===== src/rtl/addertree_pkg.sv =====
// Width helpers and padding constant shared by the accumulating adder tree.
package addertree_pkg;

  localparam int unsigned PAD_VALUE = 0;

  function automatic int unsigned stage_num(input int unsigned n);
    return (n <= 2) ? 1 : $clog2(n);
  endfunction

  function automatic int unsigned tree_w(input int unsigned w, input int unsigned n);
    return w + stage_num(n);
  endfunction

  function automatic int unsigned out_w(input int unsigned w, input int unsigned n,
                                        input int unsigned ext);
    return tree_w(w, n) + ext;
  endfunction

endpackage


===== src/rtl/adder_tree_level.sv =====
// One registered level of the reduction tree: pairwise add of LANES inputs plus sideband delay.
module adder_tree_level #(
  parameter int unsigned LANES = 2,
  parameter int unsigned W     = 8
) (
  input  logic                       clk,
  input  logic                       rst,
  input  logic [LANES-1:0][W-1:0]    lanes,
  input  logic                       in_valid,
  input  logic                       in_last,
  input  logic                       in_mode,
  output logic [LANES/2-1:0][W-1:0]  sums,
  output logic                       out_valid,
  output logic                       out_last,
  output logic                       out_mode
);

  logic [LANES/2-1:0][W-1:0] pair;

  for (genvar g = 0; g < LANES / 2; g++) begin : g_pair
    assign pair[g] = lanes[2*g] + lanes[2*g+1];
  end

  always_ff @(posedge clk) begin
    if (rst) begin
      sums      <= '0;
      out_valid <= 1'b0;
      out_last  <= 1'b0;
      out_mode  <= 1'b0;
    end else begin
      sums      <= pair;
      out_valid <= in_valid;
      out_last  <= in_last;
      out_mode  <= in_mode;
    end
  end

endmodule


===== src/rtl/acc_adder_tree.sv =====
// Pipelined reduction tree over INPUT_NUM operands with optional multi-beat accumulation.
module acc_adder_tree
  import addertree_pkg::*;
#(
  parameter int unsigned WIDTH     = 32,
  parameter int unsigned INPUT_NUM = 8,
  parameter bit          SIGNED    = 1'b1,
  parameter int unsigned ACC_EXT   = 8,
  parameter int unsigned STAGE_NUM = stage_num(INPUT_NUM),
  parameter int unsigned TREE_W    = tree_w(WIDTH, INPUT_NUM),
  parameter int unsigned OUT_W     = out_w(WIDTH, INPUT_NUM, ACC_EXT)
) (
  input  logic                              clk,
  input  logic                              rst,
  input  logic                              in_valid,
  input  logic                              in_last,
  input  logic                              mode,
  input  logic [INPUT_NUM-1:0][WIDTH-1:0]   indata,
  output logic                              out_valid,
  output logic [OUT_W-1:0]                  res,
  output logic                              out_ovf
);

  localparam int unsigned LANES = 1 << STAGE_NUM;

  logic [LANES-1:0][TREE_W-1:0] ext_lanes;
  logic [LANES-1:0][TREE_W-1:0] lanes_q;
  logic                         valid_q, last_q, mode_q;

  for (genvar g = 0; g < LANES; g++) begin : g_ext
    if (g < INPUT_NUM) begin : g_op
      if (SIGNED) begin : g_s
        assign ext_lanes[g] = {{STAGE_NUM{indata[g][WIDTH-1]}}, indata[g]};
      end else begin : g_u
        assign ext_lanes[g] = {{STAGE_NUM{1'b0}}, indata[g]};
      end
    end else begin : g_pad
      assign ext_lanes[g] = TREE_W'(PAD_VALUE);
    end
  end

  // Input register gives the extra cycle ahead of the tree levels.
  always_ff @(posedge clk) begin
    if (rst) begin
      lanes_q <= '0;
      valid_q <= 1'b0;
      last_q  <= 1'b0;
      mode_q  <= 1'b0;
    end else begin
      lanes_q <= ext_lanes;
      valid_q <= in_valid;
      last_q  <= in_last | ~mode;
      mode_q  <= mode;
    end
  end

  for (genvar k = 0; k < STAGE_NUM; k++) begin : lvl
    localparam int unsigned NI = LANES >> k;
    logic [NI-1:0][TREE_W-1:0]   din;
    logic [NI/2-1:0][TREE_W-1:0] sum;
    logic                        vi, li, mi, v, l, m;

    if (k == 0) begin : g_src0
      assign din = lanes_q;
      assign vi  = valid_q;
      assign li  = last_q;
      assign mi  = mode_q;
    end else begin : g_srcn
      assign din = lvl[k-1].sum;
      assign vi  = lvl[k-1].v;
      assign li  = lvl[k-1].l;
      assign mi  = lvl[k-1].m;
    end

    adder_tree_level #(.LANES(NI), .W(TREE_W)) u_level (
      .clk       (clk),
      .rst       (rst),
      .lanes     (din),
      .in_valid  (vi),
      .in_last   (li),
      .in_mode   (mi),
      .sums      (sum),
      .out_valid (v),
      .out_last  (l),
      .out_mode  (m)
    );
  end

  logic [TREE_W-1:0] tree_out;
  logic              t_valid, close;
  logic [OUT_W-1:0]  acc;
  logic              open, ovf_acc, add_ovf;
  logic [OUT_W:0]    t_wide, a_wide, sum_wide;

  assign tree_out = lvl[STAGE_NUM-1].sum[0];
  assign t_valid  = lvl[STAGE_NUM-1].v;
  assign close    = lvl[STAGE_NUM-1].l | ~lvl[STAGE_NUM-1].m;

  always_comb begin
    t_wide   = {{(OUT_W + 1 - TREE_W){SIGNED & tree_out[TREE_W-1]}}, tree_out};
    a_wide   = open ? {SIGNED & acc[OUT_W-1], acc} : '0;
    sum_wide = a_wide + t_wide;
    add_ovf  = SIGNED ? (sum_wide[OUT_W] ^ sum_wide[OUT_W-1]) : sum_wide[OUT_W];
  end

  always_ff @(posedge clk) begin
    if (rst) begin
      acc       <= '0;
      open      <= 1'b0;
      ovf_acc   <= 1'b0;
      out_valid <= 1'b0;
      res       <= '0;
      out_ovf   <= 1'b0;
    end else begin
      out_valid <= 1'b0;
      if (t_valid) begin
        acc <= sum_wide[OUT_W-1:0];
        if (close) begin
          out_valid <= 1'b1;
          res       <= sum_wide[OUT_W-1:0];
          out_ovf   <= ovf_acc | add_ovf;
          open      <= 1'b0;
          ovf_acc   <= 1'b0;
        end else begin
          open    <= 1'b1;
          ovf_acc <= ovf_acc | add_ovf;
        end
      end
    end
  end

endmodule


===== config.mk =====
export PLATFORM = sky130hd
export DESIGN_NAME = acc_adder_tree
export DESIGN_NICKNAME = d
export VERILOG_FILES = /design/src/rtl/addertree_pkg.sv /design/src/rtl/adder_tree_level.sv /design/src/rtl/acc_adder_tree.sv
export SDC_FILE = /design/constraint.sdc
export NUM_CORES = 1
export LEC_CHECK = 0
export ABC_AREA = 1
export CAP_MARGIN = 15
export CORE_MARGIN = 5
export CORE_UTILIZATION = 63
export DETAILED_ROUTE_END_ITERATION = 8
export HOLD_SLACK_MARGIN = 0.12
export PLACE_DENSITY_LB_ADDON = 0.08
export SLEW_MARGIN = 40
export SYNTH_ARGS = -nofsm -noshare
export SYNTH_HDL_FRONTEND = slang
export SYNTH_SLANG_ARGS = --single-unit

===== constraint.sdc =====
create_clock -name clk -period 5.47 [get_ports clk]
set_clock_uncertainty 0.1 [all_clocks]
set_input_delay 1.094 -clock clk [delete_from_list [all_inputs] [get_ports clk]]
set_output_delay 1.094 -clock clk [all_outputs]
set_load 0.02 [all_outputs]

# ---- Word-level counts from Yosys, hierarchy flattened
# Cells that the tools add are included.
dict set report word_totals {
  output_inout_bits 45
  wordCells 54
  regBits 603
  input_bits 261
}
dict set report op_classes {
  n_reduce_logical 2
  addsub 8
  bitwise_logic 7
  mux 4
}
# cell count
set op_table {}
lappend op_table {{32-bit by 32-bit adder with 33-bit output} 4}
lappend op_table {{35-bit adder} 3}
lappend op_table {{44-bit adder} 1}
lappend op_table {{44-bit two-way mux} 1}
lappend op_table {{1-bit two-way mux} 3}
lappend op_table {{1-bit inverter} 3}
lappend op_table {{1-bit bitwise OR} 3}
lappend op_table {{2-bit AND reduction} 1}
lappend op_table {{2-bit OR reduction} 1}
lappend op_table {{1-bit bitwise XOR} 1}

# ---- Logic depth before layout (Yosys ltp)
# Gate-level depths: netlist of run 1.
dict set report depth {
  word_depth 5
  ltp_mapped 20
  ltp_nobuf 18
}

# ---- By module
# From an unflattened synthesis of run 1, not the netlist that was laid out.
dict set report unflattened {
  cells_unflattened 5912
  area_unflattened_um2 36907.9
}
# module n_inst seq_area_each_um2 cells_each area_per_inst_um2
set by_module_without_submodules {}
lappend by_module_without_submodules {acc_adder_tree 1 6986.7 1961 14023.4}
lappend by_module_without_submodules {{adder_tree_level (lvl[0].u_level)} 1 2862.7 2244 12906.1}
lappend by_module_without_submodules {{adder_tree_level (lvl[1].u_level)} 1 1461.4 1136 6628.9}
lappend by_module_without_submodules {{adder_tree_level (lvl[2].u_level)} 1 760.7 571 3349.5}

# ---- Least setup slack after synthesis of run 1
# Ideal clock, no wire load.
dict set report synth_path {
  path_type {register to register}
  from {reg open}
  to {reg acc[38]}
  arrival_time_ps 2217
  required_ps 5261
  path_slack_ps 3044
  n_path_buf 2
  setup_time_ps 109
  stages_incl_launch_ff 19
  cell_sequence {dfxtp_1 clkbuf_1 clkbuf_1 nand2_1 inv_1 ha_1 fa_1 nand3_1 nand2_1 nand3_1 nand2_1 nand3_1 nand3_1 nand2_1 nand2_1 nand2_1 nand3_1 nand2_1 inv_1}
}
dict set report synth_between {
  elab_chain_len 2
}
# item line
set synth_lines {}
lappend synth_lines {{from (decl)} acc_adder_tree.sv:92} ;# logic open, ovf_acc, add_ovf;
lappend synth_lines {{from (signal assigned)} acc_adder_tree.sv:109} ;# open <= 1'b0;
lappend synth_lines {{from (signal assigned)} acc_adder_tree.sv:122} ;# open <= 1'b0;
lappend synth_lines {{from (signal assigned)} acc_adder_tree.sv:125} ;# open <= 1'b1;
lappend synth_lines {{44-bit two-way mux} acc_adder_tree.sv:101} ;# a_wide = open ? {SIGNED & acc[OUT_W-1], acc} : '0;
lappend synth_lines {{44-bit adder} acc_adder_tree.sv:102} ;# sum_wide = a_wide + t_wide;
lappend synth_lines {{to (signal assigned)} acc_adder_tree.sv:117} ;# acc <= sum_wide[OUT_W-1:0];
lappend synth_lines {{to (decl)} acc_adder_tree.sv:91} ;# logic [OUT_W-1:0] acc;
# No other way between the ends.
# A chain may end at the register's enable or synchronous reset.

# ---- Final worst setup path of run 1
dict set report layout_path {
  from {reg open}
  to {reg res[30]}
}
dict set report layout_between {
  elab_chain_len 2
}
# item line
set layout_lines {}
lappend layout_lines {{44-bit two-way mux} acc_adder_tree.sv:101}
lappend layout_lines {{44-bit adder} acc_adder_tree.sv:102}
lappend layout_lines {{to (signal assigned)} acc_adder_tree.sv:120} ;# res <= sum_wide[OUT_W-1:0];
lappend layout_lines {{to (decl)} acc_adder_tree.sv:20} ;# output logic [OUT_W-1:0] res,
# No other way between the ends.

==> results of run 1 <==
worst max-delay path: cells and delay by family, from the launching register on:
kind	cells	cell delay [ns]
fa+ha+maj	2	0.43
buf+inv	1	0.10
flops	1	0.70
simple gates	13	1.60
Yosys cell counts, drive strengths merged:
cell type,count
a21boi,13
o311ai,3
nand3b,5
a211oi,5
fa,8
nor3b,2
a31o,1
o21bai,34
dfxtp,595
nand4,36
clkbuf,66
o31ai,4
a21oi,550
ha,271
nor4,13
or2,1
and3,1
a22o,11
nand2,1020
xnor2,7
buf,18
inv,773
a31oi,17
nand3,183
nor2,851
o21a,36
and2,4
a21o,37
xor2,14
o211ai,23
o21ai,373
nor3,64
registers in the layout, summed over array words and instances (netlist names):
signal,cells
lvl.mi,1
ovf_acc,1
lvl.u_level.sums,237
last_q,1
acc,43
lvl.u_level.out_last,3
lanes_q,256
lvl.u_level.out_valid,3
open,1
lvl.vi,1
out_valid,1
lvl.u_level.out_mode,3
res,43
out_ovf,1
kinds of logic after synthesis:
kind of cell / count (synthesis) / share of synthesized area
flops: 595 / 0.3519
fa+ha+maj: 279 / 0.1049
compound gates: 1107 / 0.1807
xor+xnor: 21 / 0.005434
simple gates: 2180 / 0.2613
buf+inv: 857 / 0.09567
path summary, 6_finish.rpt:
path	from	endpoint	slack [ns]	cells past startpoint
min reg2reg	lvl[1].u_level.out_mode	lvl[2].u_level.out_mode	0.30	2
max reg2reg	open	res[30]	2.47	16
min	lvl[1].u_level.out_mode	lvl[2].u_level.out_mode	0.30	2
max	open	res[30]	2.47	16
power by group through the flow:
stage	clock, mW	combinational, mW	sequential [mW]
floorplan	0	1.37	4.83
global placement	0	1.98	4.94
detailed placement	0	2.01	4.94
CTS	4.55	2.03	4.86
global route	4.74	2.31	4.87
finish	4.50	2.08	4.86
layout make-up:
type,instances,area share
clock inverter,30,0.01149
timing repair buffer,313,0.07897
tap,696,0.02192
clock buffer,83,0.04380
sequential,595,0.2999
multi-input combinational,3587,0.4707
inverter,773,0.07321
through the flow:
stage               hold slack, ns  instances  power, mW  worst slack [ns]  area [um2]
finish                      0.3019       6077      11.44             2.466       39740
global route                0.3085       6077      11.93             2.289       39740
CTS                         0.3031       6076      11.44             2.552       39720
detailed placement          0.2944       5963      6.951             2.197       37520
global placement            0.2920       5963      6.929             2.227       37500
floorplan                   0.2883       5039      6.197             3.044       33850
routing by layer:
metal	track usage	up-vias	share of wire
met5	0	-	0.00012
met4	0.1294	2	0.042
met3	0.03986	263	0.076
met2	0.5541	1476	0.45
met1	0.4496	15090	0.43
li1	-	16860	-
placed cells by master (no fill, tap or decap), drive strengths merged, types with 2 or more instances in the layout:
master / count
nand3: 183
dfxtp: 595
xor2: 14
xnor2: 7
a22o: 11
clkinvlp: 5
a21o: 37
nand3b: 5
clkbuf: 83
inv: 777
nor4: 13
o21a: 36
a31oi: 17
o311ai: 3
bufinv: 10
clkinv: 11
nand2: 1020
fa: 8
o31ai: 4
ha: 271
nor3b: 2
and2: 4
a211oi: 5
a21boi: 13
nor3: 64
o211ai: 23
o21ai: 373
clkdlybuf4s50: 304
nor2: 851
o21bai: 34
nand4: 36
buf: 9
a21oi: 550
==> results by group, run 1 <==
Status
  • Status: finished, final reports clean

Clocking
  • CTS buffer count: 61
  • Post-CTS setup repair buffer count: 0
  • CTS Hold Bufs: 0
  • Clock Sinks: roughly 600
  • CTS tree: done
  • Worst-Skew Late Latency: 0.65 ns
  • Max H-tree Level: 2
  • Max Buffers Root-to-Sink: 3
  • Post-CTS resize count: 0
  • Clock transition at path regs: 0.06 ns
  • Root buf cell: clkbuf_16

Worst setup path
  • Largest stage delay, worst path: about 0.70 ns
  • CP most frequent cell: nand2_1
  • CP max-delay cell: dfxtp_4
  • Crit end category: register
  • Critical-path cell list: nand2_1 > inv_1 > ha_1 > fa_1 > nand3_1 > nand2_1 > nand3_1 > nand2_1 > nand3_1 > nand3_1 > nand2_1 > nand2_1 > nand2_1 > nand2_1 > nand2_1 > nand2_1
  • Worst Path Arrival: 3.47 ns
  • WS Path Type: register to register
  • CP Data Required Time: roughly 5.9 ns
  • CP startpoint kind: register
  • Crit-path max FO: 44

Routing
  • Total wire length: around 100000 um
  • 1st-pass router iterations: 6
  • Via Count: about 34000
  • Routed Antenna Nets: 0
  • WL/cell: roughly 17 um
  • Vias per cell: ~5.5
  • DRC viols: 0
  • Starting DRT DRC Count: roughly 3800

Place
  • Detailed placer's ending HPWL: 79390 um
  • PortBufs: about 310
  • GP Congestion: roughly 1

Power and ir drop
  • Leakage: 19.41 nW
  • Sequential share of power: 0.425
  • Power Density: ~290 mW/mm2
  • Switching Share: 0.2894
  • Logic pwr share: 0.182
  • Peak VDD IR: ~0.25 mV
  • Clock network power share: 0.393
  • Switching power of the nets: about 3.3 mW
  • P_int: between 8 and 9 mW

Floorplanning
  • Placeable core area: ~0.053 mm2
  • Die area: approximately 0.058 mm2
  • I/O pin count: between 300 and 400
  • Die width: 241.8 um
  • Die Y: roughly 240 um
  • Initial Util: 0.6327
  • Row Count: 85

Synthesis
  • Seq/Total Area, Yosys: 0.3519
  • Synthesized area per cell: 6.717 um2
  • Area share of the largest cell type after synthesis: 0.3519
  • Post-Syn Area: ~0.034 mm2
  • FF+latch count, synth: just under 600
  • Top post-synthesis cells by area: dfxtp_1 35%, nand2_1 11%, ha_1 10%
  • Synthesis Warnings: 0
  • Syn Nets: about 5600
  • Yosys top cell by area: dfxtp_1
  • Synth unique cells: 50
  • Mapped Cells: 5039

Final layout
  • Area of the multi-input gates: between 0.015 and 0.02 mm2
  • Register area: 0.01192 mm2
  • Inserted Diodes: 0
  • Nets: around 6000
  • # fillers: between 4000 and 5000
  • Share of layout cells above drive strength 1: 0.03587
  • Final Core Density: 0.7428
  • Layout Area Growth over Synthesis: 17.40%

Run
  • Max-Cap Viols: 0

STA
  • Setup TNS: 0 ns
  • Count of final setup violators: 0
  • Unrepaired setup endpoints after global routing: false
  • Final min period: 3.004 ns
  • Final Max Slew Viols: 0
  • Worst Tran Pin Value: around 0.8 ns
  • Max Fclk: between 300 and 400 MHz
  • Final Hold Viols: 0
  • Period utilisation layout: 0.5491
  • Slew margin rel.: 0.4528

Min path
  • Hold crit path type: register to register

GRT
  • Vias in the first global route: 31840
  • First-pass GRT wire length: 162300 um
  • Largest net degree at the start of global routing: between 100 and 150
  • Initial antenna violation count: 1
  • Tot GR Track Use: 0.3341
  • Grt ovf: 0
Power figures use the tool's default switching activity.
==> run 2: changes to the inputs <==
Settings changed: CORE_UTILIZATION 63 to 59.
Clock period 5.47 ns to 3.02 ns, I/O delays scaled along.
==> run 2 against run 1 <==
Global-route usage decreased by 1.8 points. Die area rose by 6.5%. Cell count is 1.2% higher. Sequential share of layout area is 0.095 points lower. First-iteration DRC count fell by 17%. Non-clock buffer count is 12 higher. Final area rose by 0.29%. Sequential power increased by 81%. Critical path type unchanged.
==> results by group, run 2 (synthesized netlist as in run 1, its figures left out) <==
Clocking
  • Worst-Skew Late Latency: 0.63 ns (was 0.65 ns)
  • Max Buffers Root-to-Sink: 3 (unchanged)
  • CTS Hold Bufs: 0 (unchanged)
  • Root buf cell: clkbuf_16 (unchanged)
  • Post-CTS resize count: 0 (unchanged)
  • Max H-tree Level: 2 (unchanged)
  • CTS tree: done (unchanged)
  • CTS buffer count: 61 (unchanged)
  • Post-CTS setup repair buffer count: 0 (unchanged)
  • Clock Sinks: 595 (unchanged)
  • Clock transition at path regs: 0.06 ns (about the same)

Routing
  • 1st-pass router iterations: 8 (was 6)
  • Vias per cell: 5.462 (was 5.544)
  • Routed Antenna Nets: 0 (unchanged)
  • Starting DRT DRC Count: 3148 (was 3777)
  • WL/cell: 16.70 um (was 16.79 um)
  • Via Count: 33590 (was 33690)
  • Total wire length: 102700 um (was 102000 um)
  • DRC viols: 0 (unchanged)

STA
  • Setup slack after layout: 0.2227 ns (was 2.466 ns)
  • Setup TNS: 0 ns (unchanged)
  • Final Max Slew Viols: 0 (unchanged)
  • Max Fclk: 357.5 MHz (was 332.9 MHz)
  • Count of final setup violators: 0 (unchanged)
  • Unrepaired setup endpoints after global routing: false (unchanged)
  • Final Hold Viols: 0 (unchanged)
  • Worst Tran Pin Value: 0.6203 ns (was 0.8208 ns)
  • Final min period: 2.797 ns (was 3.004 ns)
  • Period utilisation layout: 0.9263 (was 0.5491)
  • Slew margin rel.: 0.5865 (was 0.4528)

Worst setup path
  • CP most frequent cell: nand2_1 (unchanged)
  • Critical-path cell list: buf_12 > nand2_1 > inv_1 > ha_1 > fa_1 > nand3_1 > nand2_1 > nand3_1 > nand2_1 > nand3_1 > nand3_1 > nand2_1 > nand2_1 > nand2_1 > nand3_1 > nand2_1 > inv_1 (was nand2_1 > inv_1 > ha_1 > fa_1 > nand3_1 > nand2_1 > nand3_1 > nand2_1 > nand3_1 > nand3_1 > nand2_1 > nand2_1 > nand2_1 > nand2_1 > nand2_1 > nand2_1)
  • Cell family with most CP delay: simple AND/OR/NAND/NOR gates (unchanged)
  • CP Data Required Time: 3.44 ns (was 5.93 ns)
  • R2r startpoint: open (unchanged)
  • Worst Path Buf+Inv: 3 (was 1)
  • Crit end category: register (unchanged)
  • Crit-path max FO: 31 (was 44)
  • Largest stage delay, worst path: 0.43 ns (was 0.70 ns)
  • CP startpoint kind: register (unchanged)
  • CP max-delay cell: fa_1 (was dfxtp_4)
  • WS Path Type: register to register (unchanged)
  • Worst Setup SP: open (unchanged)
  • Worst Path Arrival: 3.22 ns (was 3.47 ns)

Place
  • Detailed placer's ending HPWL: 82950 um (was 79390 um)
  • GP Congestion: 1.015 (was 1.014)
  • Dpl cells: 6036 (was 5963)
  • Pre-CTS setup slack: 0.2809 ns (was 2.197 ns)
  • PortBufs: 305 (unchanged)

Min path
  • Hold crit path type: input pin to register (was register to register)
  • Worst hold path startpoint: rst (was lvl[1].u_level.out_mode)

Final layout
  • Commonest non-fill, non-tap cell in the layout: nand2_1 (unchanged)
  • Most frequent cells in the layout: 1008 x nand2_1, 835 x nor2_1, 771 x inv_1 (unchanged)
  • Largest regs: lanes_q x256, lvl.u_level.sums x237 (unchanged)
  • Top reg by flops: lanes_q (unchanged)
  • Share of layout cells above drive strength 1: 0.03745 (was 0.03587)
  • Nets: 5883 (was 5871)
  • Max reg flops: 256 (unchanged)
  • Inserted Diodes: 0 (unchanged)
  • Layout Area Growth over Synthesis: 17.74% (was 17.40%)
  • Filler-free cell count of the finished design: 6150 (was 6077)

GRT
  • First-pass GRT wire length: 162800 um (was 162300 um)
  • Vias in the first global route: 31640 (was 31840)
  • Largest net degree at the start of global routing: 154 (was 148)
  • Tot GR Track Use: 0.3157 (was 0.3341)
  • Initial antenna violation count: 0 (was 1)
  • Grt ovf: 0 (unchanged)

Power and ir drop
  • Peak VDD IR: 0.5465 mV (was 0.2476 mV)
  • Power Total: 20.48 mW (was 11.44 mW)
  • Power Density: 513.8 mW/mm2 (was 287.9 mW/mm2)
  • Leakage: 19.43 nW (was 19.41 nW)

Run
  • Max-Cap Viols: 0 (unchanged)

Floorplanning
  • Die Y: 249.5 um (was 241.8 um)
  • Die width: 249.5 um (was 241.8 um)
  • Placeable core area: 0.05660 mm2 (was 0.05350 mm2)
  • I/O pin count: 306 (unchanged)
  • Die area: 0.06226 mm2 (was 0.05846 mm2)
  • Initial Util: 0.5979 (was 0.6327)
  • Row Count: 87 (was 85)

Status
  • Status: finished, final reports clean (unchanged)
-- run 2: cell types whose count changed in the layout (fill, tap and decap cells not counted), moves of 2 or more --
cell        delta
buf_12         +4
buf_4         +10
buf_6          -2
clkbuf_1       +3
clkbuf_8       -3
clkinvlp_4     +2
inv_6          +2
-- run 2: layout make-up --
| type | count | area (um2) |
|---|---|---|
| well taps | 756 | 945.9 |
| flip-flops and latches | 595 | 11910 |
| inverters | 773 | 2907 |
| clock inverters | 32 | 429.2 |
| fillers | 4907 | 16750 |
| repair buffers | 325 | 3271 |
| clock buffers | 82 | 1685 |
| multi-input cells | 3587 | 18700 |
-- run 2: stage by stage --
step / hold WS [ns] / area (um2) / utilization
after global routing: 0.1483 / 39850 / 0.7040
final: 0.1796 / 39850 / 0.7040
after global placement: 0.2894 / 37730 / 0.6666
after detailed placement: 0.2922 / 37730 / 0.6666
after CTS: 0.1485 / 39850 / 0.7040
after floorplan: 0.2883 / 33850 / -
-- run 2: layer usage --
metal / global-route usage / wire length (um) / up-vias
li1: - / - / 16880
met1: 0.4290 / 45030 / 15160
met2: 0.5240 / 46210 / 1349
met3: 0.04154 / 7825 / 206
met4: 0.1027 / 3662 / 0
met5: 0 / 0 / -
-- run 2: worst paths after layout --
path / end / slack [ns] / cells after the start
max: acc[30] / 0.22 / 17
min: lvl[1].u_level.sums[1] / 0.18 / 2
max reg2reg: acc[30] / 0.22 / 17
min reg2reg: lvl[2].u_level.out_valid / 0.30 / 2
-- run 2: power by group --
group / switching (mW) / internal, mW
sequential: 0.358 / 8.43
combinational: 2.39 / 1.41
clock: 3.19 / 4.69
total: 5.94 / 14.5
